===== config.mk =====
export PLATFORM = sky130hd
export DESIGN_NAME = led_stage_ctrl
export DESIGN_NICKNAME = d
export VERILOG_FILES = /design/src/rtl/led_stage_ctrl.sv
export SDC_FILE = /design/constraint.sdc
export NUM_CORES = 1
export LEC_CHECK = 0
export ABC_CLOCK_PERIOD_IN_PS = 9600
export CELL_PAD_IN_SITES_DETAIL_PLACEMENT = 1
export CELL_PAD_IN_SITES_GLOBAL_PLACEMENT = 1
export CORE_MARGIN = 2
export CORE_UTILIZATION = 25
export CTS_CLUSTER_DIAMETER = 150
export DETAILED_ROUTE_END_ITERATION = 8
export DONT_BUFFER_PORTS = 1
export GPL_ROUTABILITY_DRIVEN = 0
export HOLD_SLACK_MARGIN = 0.05
export PLACE_DENSITY_LB_ADDON = 0.1
export SLEW_MARGIN = 20
export SYNTH_ARGS = -nofsm -noshare
export SYNTH_HDL_FRONTEND = slang
export SYNTH_SLANG_ARGS = --single-unit

===== constraint.sdc =====
create_clock -name clk -period 9.6 [get_ports clk]
set_clock_uncertainty 0.1 [all_clocks]
set_input_delay 2.4 -clock clk [delete_from_list [all_inputs] [get_ports clk]]
set_output_delay 2.4 -clock clk [all_outputs]
set_load 0.05 [all_outputs]

===== src/rtl/led_stage_ctrl.sv =====
// led_stage_ctrl
// ---------------------------------------------------------------------------
// Stage sequencer for the LED bar game. A single lit LED walks from led[0]
// toward led[LED_W-1] at a level-dependent step rate. A button press is judged
// against the TARGET position. A hit advances the level, or wins at the last
// level. A miss or a timeout (stepping past the top LED) loses.
//
// Optional feature: define LED_STAGE_LIVES_EN to add a lives counter. A miss
// then restarts the current level until the lives run out.
//
// Ports:
//   clk        : system clock
//   reset      : synchronous, active-high reset
//   start      : start/restart pulse (debounced upstream)
//   btn        : player press pulse, one cycle (debounced upstream)
//   led        : LED bar drive
//   level      : current level, 0-based
//   busy       : high while loading or running a level
//   pass_pulse : one-cycle pulse for each level cleared
//   fail_pulse : one-cycle pulse on a miss or a timeout
//   win        : high while the win pattern is shown
//   lives      : remaining lives (LED_STAGE_LIVES_EN builds only)
// ---------------------------------------------------------------------------
module led_stage_ctrl #(
    parameter int TICK_CYCLES = 50000000,
    parameter int LED_W       = 8,
    parameter int TARGET      = 7,
    parameter int NUM_LEVELS  = 4,
    parameter int LIVES       = 3,
    localparam int LVL_W      = (NUM_LEVELS > 1) ? $clog2(NUM_LEVELS) : 1
) (
    input  logic             clk,
    input  logic             reset,
    input  logic             start,
    input  logic             btn,
    output logic [LED_W-1:0] led,
    output logic [LVL_W-1:0] level,
    output logic             busy,
    output logic             pass_pulse,
    output logic             fail_pulse,
`ifdef LED_STAGE_LIVES_EN
    output logic [1:0]       lives,
`endif
    output logic             win
);

    localparam int CNT_W = (TICK_CYCLES > 1) ? $clog2(TICK_CYCLES) : 1;
    localparam logic [LVL_W-1:0] LVL_MAX = LVL_W'(NUM_LEVELS - 1);
    localparam logic [LED_W-1:0] ALL_ONES  = {LED_W{1'b1}};
    localparam logic [LED_W-1:0] LOW_HALF  = ALL_ONES >> (LED_W - LED_W / 2);
    localparam logic [LED_W-1:0] HIGH_HALF = LOW_HALF << (LED_W - LED_W / 2);

    typedef enum logic [2:0] {
        S_IDLE,
        S_LOAD,
        S_RUN,
        S_WIN,
        S_LOSE
    } state_t;

    state_t           state_reg, state_next;
    logic [CNT_W-1:0] cnt_reg, cnt_next;
    logic [LED_W-1:0] led_reg, led_next;
    logic [LVL_W-1:0] level_reg, level_next;
    logic             pass_reg, pass_next;
    logic             fail_reg, fail_next;
`ifdef LED_STAGE_LIVES_EN
    logic [1:0]       lives_reg, lives_next;
`endif

    // The lose pattern blinks at the level-0 rate whatever level was reached.
    logic [31:0] period_raw;
    logic [31:0] period;
    logic        step;

    always_comb begin
        period_raw = (state_reg == S_LOSE) ? 32'(TICK_CYCLES)
                                           : (32'(TICK_CYCLES) >> level_reg);
        period     = (period_raw == 32'd0) ? 32'd1 : period_raw;
        step       = (32'(cnt_reg) >= period - 32'd1);
    end

    always_ff @(posedge clk) begin
        if (reset) begin
            state_reg <= S_IDLE;
            cnt_reg   <= '0;
            led_reg   <= '0;
            level_reg <= '0;
            pass_reg  <= 1'b0;
            fail_reg  <= 1'b0;
`ifdef LED_STAGE_LIVES_EN
            lives_reg <= 2'(LIVES);
`endif
        end else begin
            state_reg <= state_next;
            cnt_reg   <= cnt_next;
            led_reg   <= led_next;
            level_reg <= level_next;
            pass_reg  <= pass_next;
            fail_reg  <= fail_next;
`ifdef LED_STAGE_LIVES_EN
            lives_reg <= lives_next;
`endif
        end
    end

    always_comb begin
        logic missed;
        state_next = state_reg;
        cnt_next   = step ? '0 : cnt_reg + 1'b1;
        led_next   = led_reg;
        level_next = level_reg;
        pass_next  = 1'b0;
        fail_next  = 1'b0;
        missed     = 1'b0;
`ifdef LED_STAGE_LIVES_EN
        lives_next = lives_reg;
`endif
        case (state_reg)
            S_LOAD: begin
                led_next   = LED_W'(1);
                state_next = S_RUN;
            end
            S_RUN: begin
                // A press outranks a coincident step: it is judged against the
                // current position and the shift is dropped.
                if (btn) begin
                    if (led_reg[TARGET]) begin
                        pass_next = 1'b1;
                        if (level_reg == LVL_MAX) begin
                            led_next   = ALL_ONES;
                            state_next = S_WIN;
                        end else begin
                            level_next = level_reg + 1'b1;
                            state_next = S_LOAD;
                        end
                    end else begin
                        missed = 1'b1;
                    end
                end else if (step) begin
                    if (led_reg[LED_W-1]) begin
                        missed = 1'b1;
                    end else begin
                        led_next = led_reg << 1;
                    end
                end
            end
            S_IDLE, S_WIN, S_LOSE: begin
                if (state_reg == S_LOSE && step) begin
                    led_next = (led_reg == LOW_HALF) ? HIGH_HALF : LOW_HALF;
                end
                if (start) begin
                    level_next = '0;
`ifdef LED_STAGE_LIVES_EN
                    lives_next = 2'(LIVES);
`endif
                    state_next = S_LOAD;
                end
            end
            default: begin
                led_next   = '0;
                state_next = S_IDLE;
            end
        endcase

        if (missed) begin
            fail_next = 1'b1;
`ifdef LED_STAGE_LIVES_EN
            if (lives_reg > 2'd1) begin
                lives_next = lives_reg - 2'd1;
                state_next = S_LOAD;
            end else begin
                lives_next = 2'd0;
                led_next   = LOW_HALF;
                state_next = S_LOSE;
            end
`else
            led_next   = LOW_HALF;
            state_next = S_LOSE;
`endif
        end

        // Every level attempt starts with a fresh step period.
        if (state_next == S_LOAD) begin
            cnt_next = '0;
        end
    end

    assign led        = led_reg;
    assign level      = level_reg;
    assign busy       = (state_reg == S_LOAD) || (state_reg == S_RUN);
    assign win        = (state_reg == S_WIN);
    assign pass_pulse = pass_reg;
    assign fail_pulse = fail_reg;
`ifdef LED_STAGE_LIVES_EN
    assign lives      = lives_reg;
`endif

endmodule

After elaboration in Yosys (flattened, before gate mapping)
Index checks and enable logic that the tools add are counted.

Flip-flop bits (word level): 41. Word-level logic and storage cells: 77. Input port bits: 4. Output and inout bits: 14.

Reduce and logical (&&, ||, !) cells: 13. Muxes and demuxes: 28. $add $sub $neg: 3. Order comparisons: 1. Shift operators: 1. Bitwise gates (word level): 2. Equal/unequal tests: 21.

Operators by type and width (count): 32-bit 2-to-1 mux (2); 8-bit 2-to-1 mux (6); 26-bit by 32-bit greater-or-equal comparator with 1-bit output (1); 32-bit logical NOT (1); 26-bit by 2-bit >> shifter with 32-bit output, first input constant (1); 32-bit by 1-bit subtractor with 32-bit output, second input constant (1); 26-bit by 1-bit adder with 26-bit output, second input constant (1); 8-bit case mux with 3 select lines (1); 4-bit inequality test, second input constant (4); 3-bit inequality test, second input constant (5); 5-bit AND reduction (3); 3-bit 2-to-1 mux (4); 2-bit 2-to-1 mux (5); 2-bit inequality test, second input constant (5); 3-bit case mux with 3 select lines (1); 3-bit OR reduction (3); 8-bit by 4-bit == test with 1-bit output, second input constant (1); 7-bit 2-to-1 mux (1); 3-bit by 1-bit == test with 1-bit output, second input constant (2); 3-bit by 2-bit == test with 1-bit output, second input constant (2); 1-bit 2-to-1 mux (6); 4-bit 2-to-1 mux (1); 2-bit case mux with 2 select lines (1); 3-bit == test, second input constant (1); 9 further kinds (10).

Longest topological paths before layout
Depth after elaboration: 12. Gate-level depth with buffers: 17. Mapped depth without buffers: 15.

Worst setup path before layout
Ideal clock, no wire load.

Path type: register to output. Start: register state_reg[1]. End: output port busy. Cell stages (with the launch flop): 3. Arrival: 1.338 ns. Path buffers: 0. Setup slack: 5.762 ns. Data required time: 7.100 ns. Path through: dfxtp_1 > nand2_1 > a21oi_1.

Word-level cells in the longest chain between the ends: 2. Elaborated cells on any way between the ends: 3. Those cells by class: eq/ne: 2; reduce/logical: 1.

Ends and longest elaborated chain: start: declaration (line 61) `state_t state_reg, state_next;`; start signal: assignment (line 95) `state_reg <= state_next;`; 3-bit by 1-bit == test with 1-bit output or 3-bit by 2-bit == test with 1-bit output (tied branches) (line 191) `assign busy = (state_reg == S_LOAD) || (state_reg == S_RUN);`; 1-bit logical OR * (line 191); end: declaration (line 38) `output logic busy,`.

Every way passes the cells marked *; elsewhere a longest branch is shown, timed or not.

Final worst setup path
Start: register state_reg[0]. End: output port busy.

Same word-level chain as after synthesis.

==> reports/results.ini <==
[timing]
rsz0062_at_grt=no
fmax_ghz=0.226
drv_slew=0
tightest_slew_ns=1.05
slew_headroom=0.301
layout_min_cycle_time_ns=4.43
final.setup.tns_ns=0
layout_setup_ws_ns=5.17
report.final.hold_viol_count=0
setup_viol=0
min_period_over_period=0.461

[worst_setup_path]
rrSetupSlack_ns=5.28
worstSetupPathType=flip-flop to primary output
r2r-end=cnt_reg[6]
r2r-start=level[0]
cp.required_ns=7.10
arrival_ns=1.93
cp-end-kind=primary output
crit_path_max_fanout=12
rr_worst_depth=14
worstSetupStartpointType=flip-flop

[worst_hold_path]
hold_start=cnt_reg[0]
holdPathStages=1
worstHoldEndpoint=cnt_reg[0]
hold_class=flip-flop to flip-flop

[clock_network]
cts_hold_buf=0
clkSinkCount=41
cts_tree=built
cts_setup_buffers=0
ctsLongestPathBuffers=2
clk_pin_slew_ns=0.08
cts_resized=0
root_buffer=clkbuf_8
clk_latency_ns=0.30
cts_buffers=5
htree_levels=2

[synthesis]
yosysUniqueCellTypes=49
synthMuxAreaShare=0.0194
synth_top_area_cell=dfxtp_1
synth_top_family_by_area=simple AND/OR/NAND/NOR gates
synthSimpleGateAreaFrac=0.261
ys_seq_elements=41
synth_xor_area_frac=0.0883
ys_async_sr_fraction=0
syn_avg_cell_area_sq_um=8.37
yosys-top-cells-area=dfxtp_1, ha_1, nor2_1
yosys_warnings=0
postSynthCellCount=308
synth_adder_area_share=0.131
synth_compound_area_frac=0.145
synth_edf_count=0
seq_area_frac_synth=0.318
post-synth-top-count-cell=nor2_1
netlist_area_sq_um=2580
synthFlopType=dfxtp_1
synth_top_area_frac=0.318
synth_commonest_cells=nor2_1, dfxtp_1, nand2_1

[floorplanning]
core_region_area_sq_um=10200
pin_count=18
start_util=0.253
die_h_microns=106
dieArea_sq_um=11100
rows=37
die_x_microns=106

[power_and_ir_drop]
leakagePower_nw=1.11
internal_power_mw=0.245
share_comb_of_total_power=0.100
power_density_nw_per_um2=124
switchingPower_mw=0.101
ir_worst_vdd_mv=0.0449
pwr-share-seq=0.561
clock_power_share=0.339
switching_share=0.292

[global_routing]
gr-total-overflow=0
grt_max_degree=27
grt_pass1_vias=2156
antenna_found_initial=0
grt_pass1_wl_mm=10.9
track_usage=0.121

[drt]
route.met3.wl_microns=177
highest_layer=met4
drt-pass1-iter-count=4
ant_nets=0
wl_mm=6.36
wl_per_cell_microns=14.3
met2WireLength_mm=2.92
num_vias=2087
drcViolationCount=0
wirelength_met1_mm=3.20
drtIter0Drc=45
viasPerCell=4.68

[final_layout]
drive_above_1_share=0.0677
fin_cells=446
syn2layout_area_growth_pct=8.69
final_core_util=0.275
final_nets=341
insertedDiodeCount=0
largest_reg_flops=26

[job]
timing.max_cap.violations=0

[placed_design]
dp.cells=439
dp_slack_ns=5.18
port_buffers=0
dpl.hpwl_mm=4.90

[outcome]
status=finished clean

-- worst max path at each step --
stage                     cells past startpoint          from          to  slack [ns]
after global routing                         14      level[0]  cnt_reg[6]        4.87
final                                         2  state_reg[0]        busy        5.17
after global placement                       14      level[0]  cnt_reg[6]        5.24
after CTS                                     3  state_reg[0]        busy        5.17
after detailed placement                     14      level[0]  cnt_reg[6]        5.18
after floorplan                               2  state_reg[1]        busy        5.76
-- cells in the final DEF (no fill, tap or decap), drive strengths merged, types with 2 or more instances in the layout --
master / synthesis / layout
and4: 2 / 2
a211oi: 6 / 6
ha: 27 / 27
o21a: 3 / 3
nand3: 13 / 13
nor2: 50 / 50
nand4: 5 / 5
nor2b: 3 / 3
and3: 5 / 5
conb: 1 / 2
xor2: 14 / 14
clkbuf: 3 / 7
a21oi: 22 / 22
or3: 2 / 2
xnor2: 12 / 12
o21ai: 9 / 9
or4b: 2 / 2
a21o: 4 / 4
mux2i: 5 / 5
nor3: 6 / 6
nor4b: 2 / 2
nand2b: 3 / 3
nor4: 4 / 4
dfxtp: 41 / 41
inv: 15 / 15
nand2: 33 / 33
-- per-layer routing --
metal,global-route usage,up-vias
li1,-,1069
met1,0.167,999
met2,0.193,15
met3,0.0260,4
met4,0.0282,0
met5,0,-
-- metrics by stage --
step	power, mW	hold slack (ns)	cell area, sq um
after floorplan	0.227	0.318	2580
after global placement	0.234	0.338	2720
after detailed placement	0.234	0.340	2720
after CTS	0.355	0.353	2800
after global routing	0.369	0.384	2800
final	0.346	0.347	2800
-- power groups by stage --
| stage | logic, mW | clock network, mW | registers [mW] |
|---|---|---|---|
| finish | 0.0345 | 0.117 | 0.194 |
| global route | 0.0394 | 0.134 | 0.196 |
| CTS | 0.0353 | 0.125 | 0.195 |
| detailed placement | 0.0352 | 0 | 0.199 |
| global placement | 0.0354 | 0 | 0.199 |
| floorplan | 0.0318 | 0 | 0.196 |
-- area by class of cell --
cell class | instances | area (sq um)
fillers | 1237 | 7380
flip-flops and latches | 41 | 821
multi-input cells | 247 | 1670
inverters | 15 | 56.3
clock buffers | 7 | 86.3
well taps | 136 | 170
-- cells by family (layout without fill, tap and decap cells) --
family | Yosys count | after routing
simple gates | 133 | 133
compound gates | 54 | 54
flops | 41 | 41
fa+ha+maj | 27 | 27
xor+xnor | 26 | 26
buf+inv | 21 | 22
mux | 5 | 5
other cells | 1 | 2
-- critical path: stages, from the launching register on --
cell and delay, ns:
dfxtp_1 0.57, nand2b_1 0.21, a21oi_1 0.85
(Power assumes the default switching activity.)
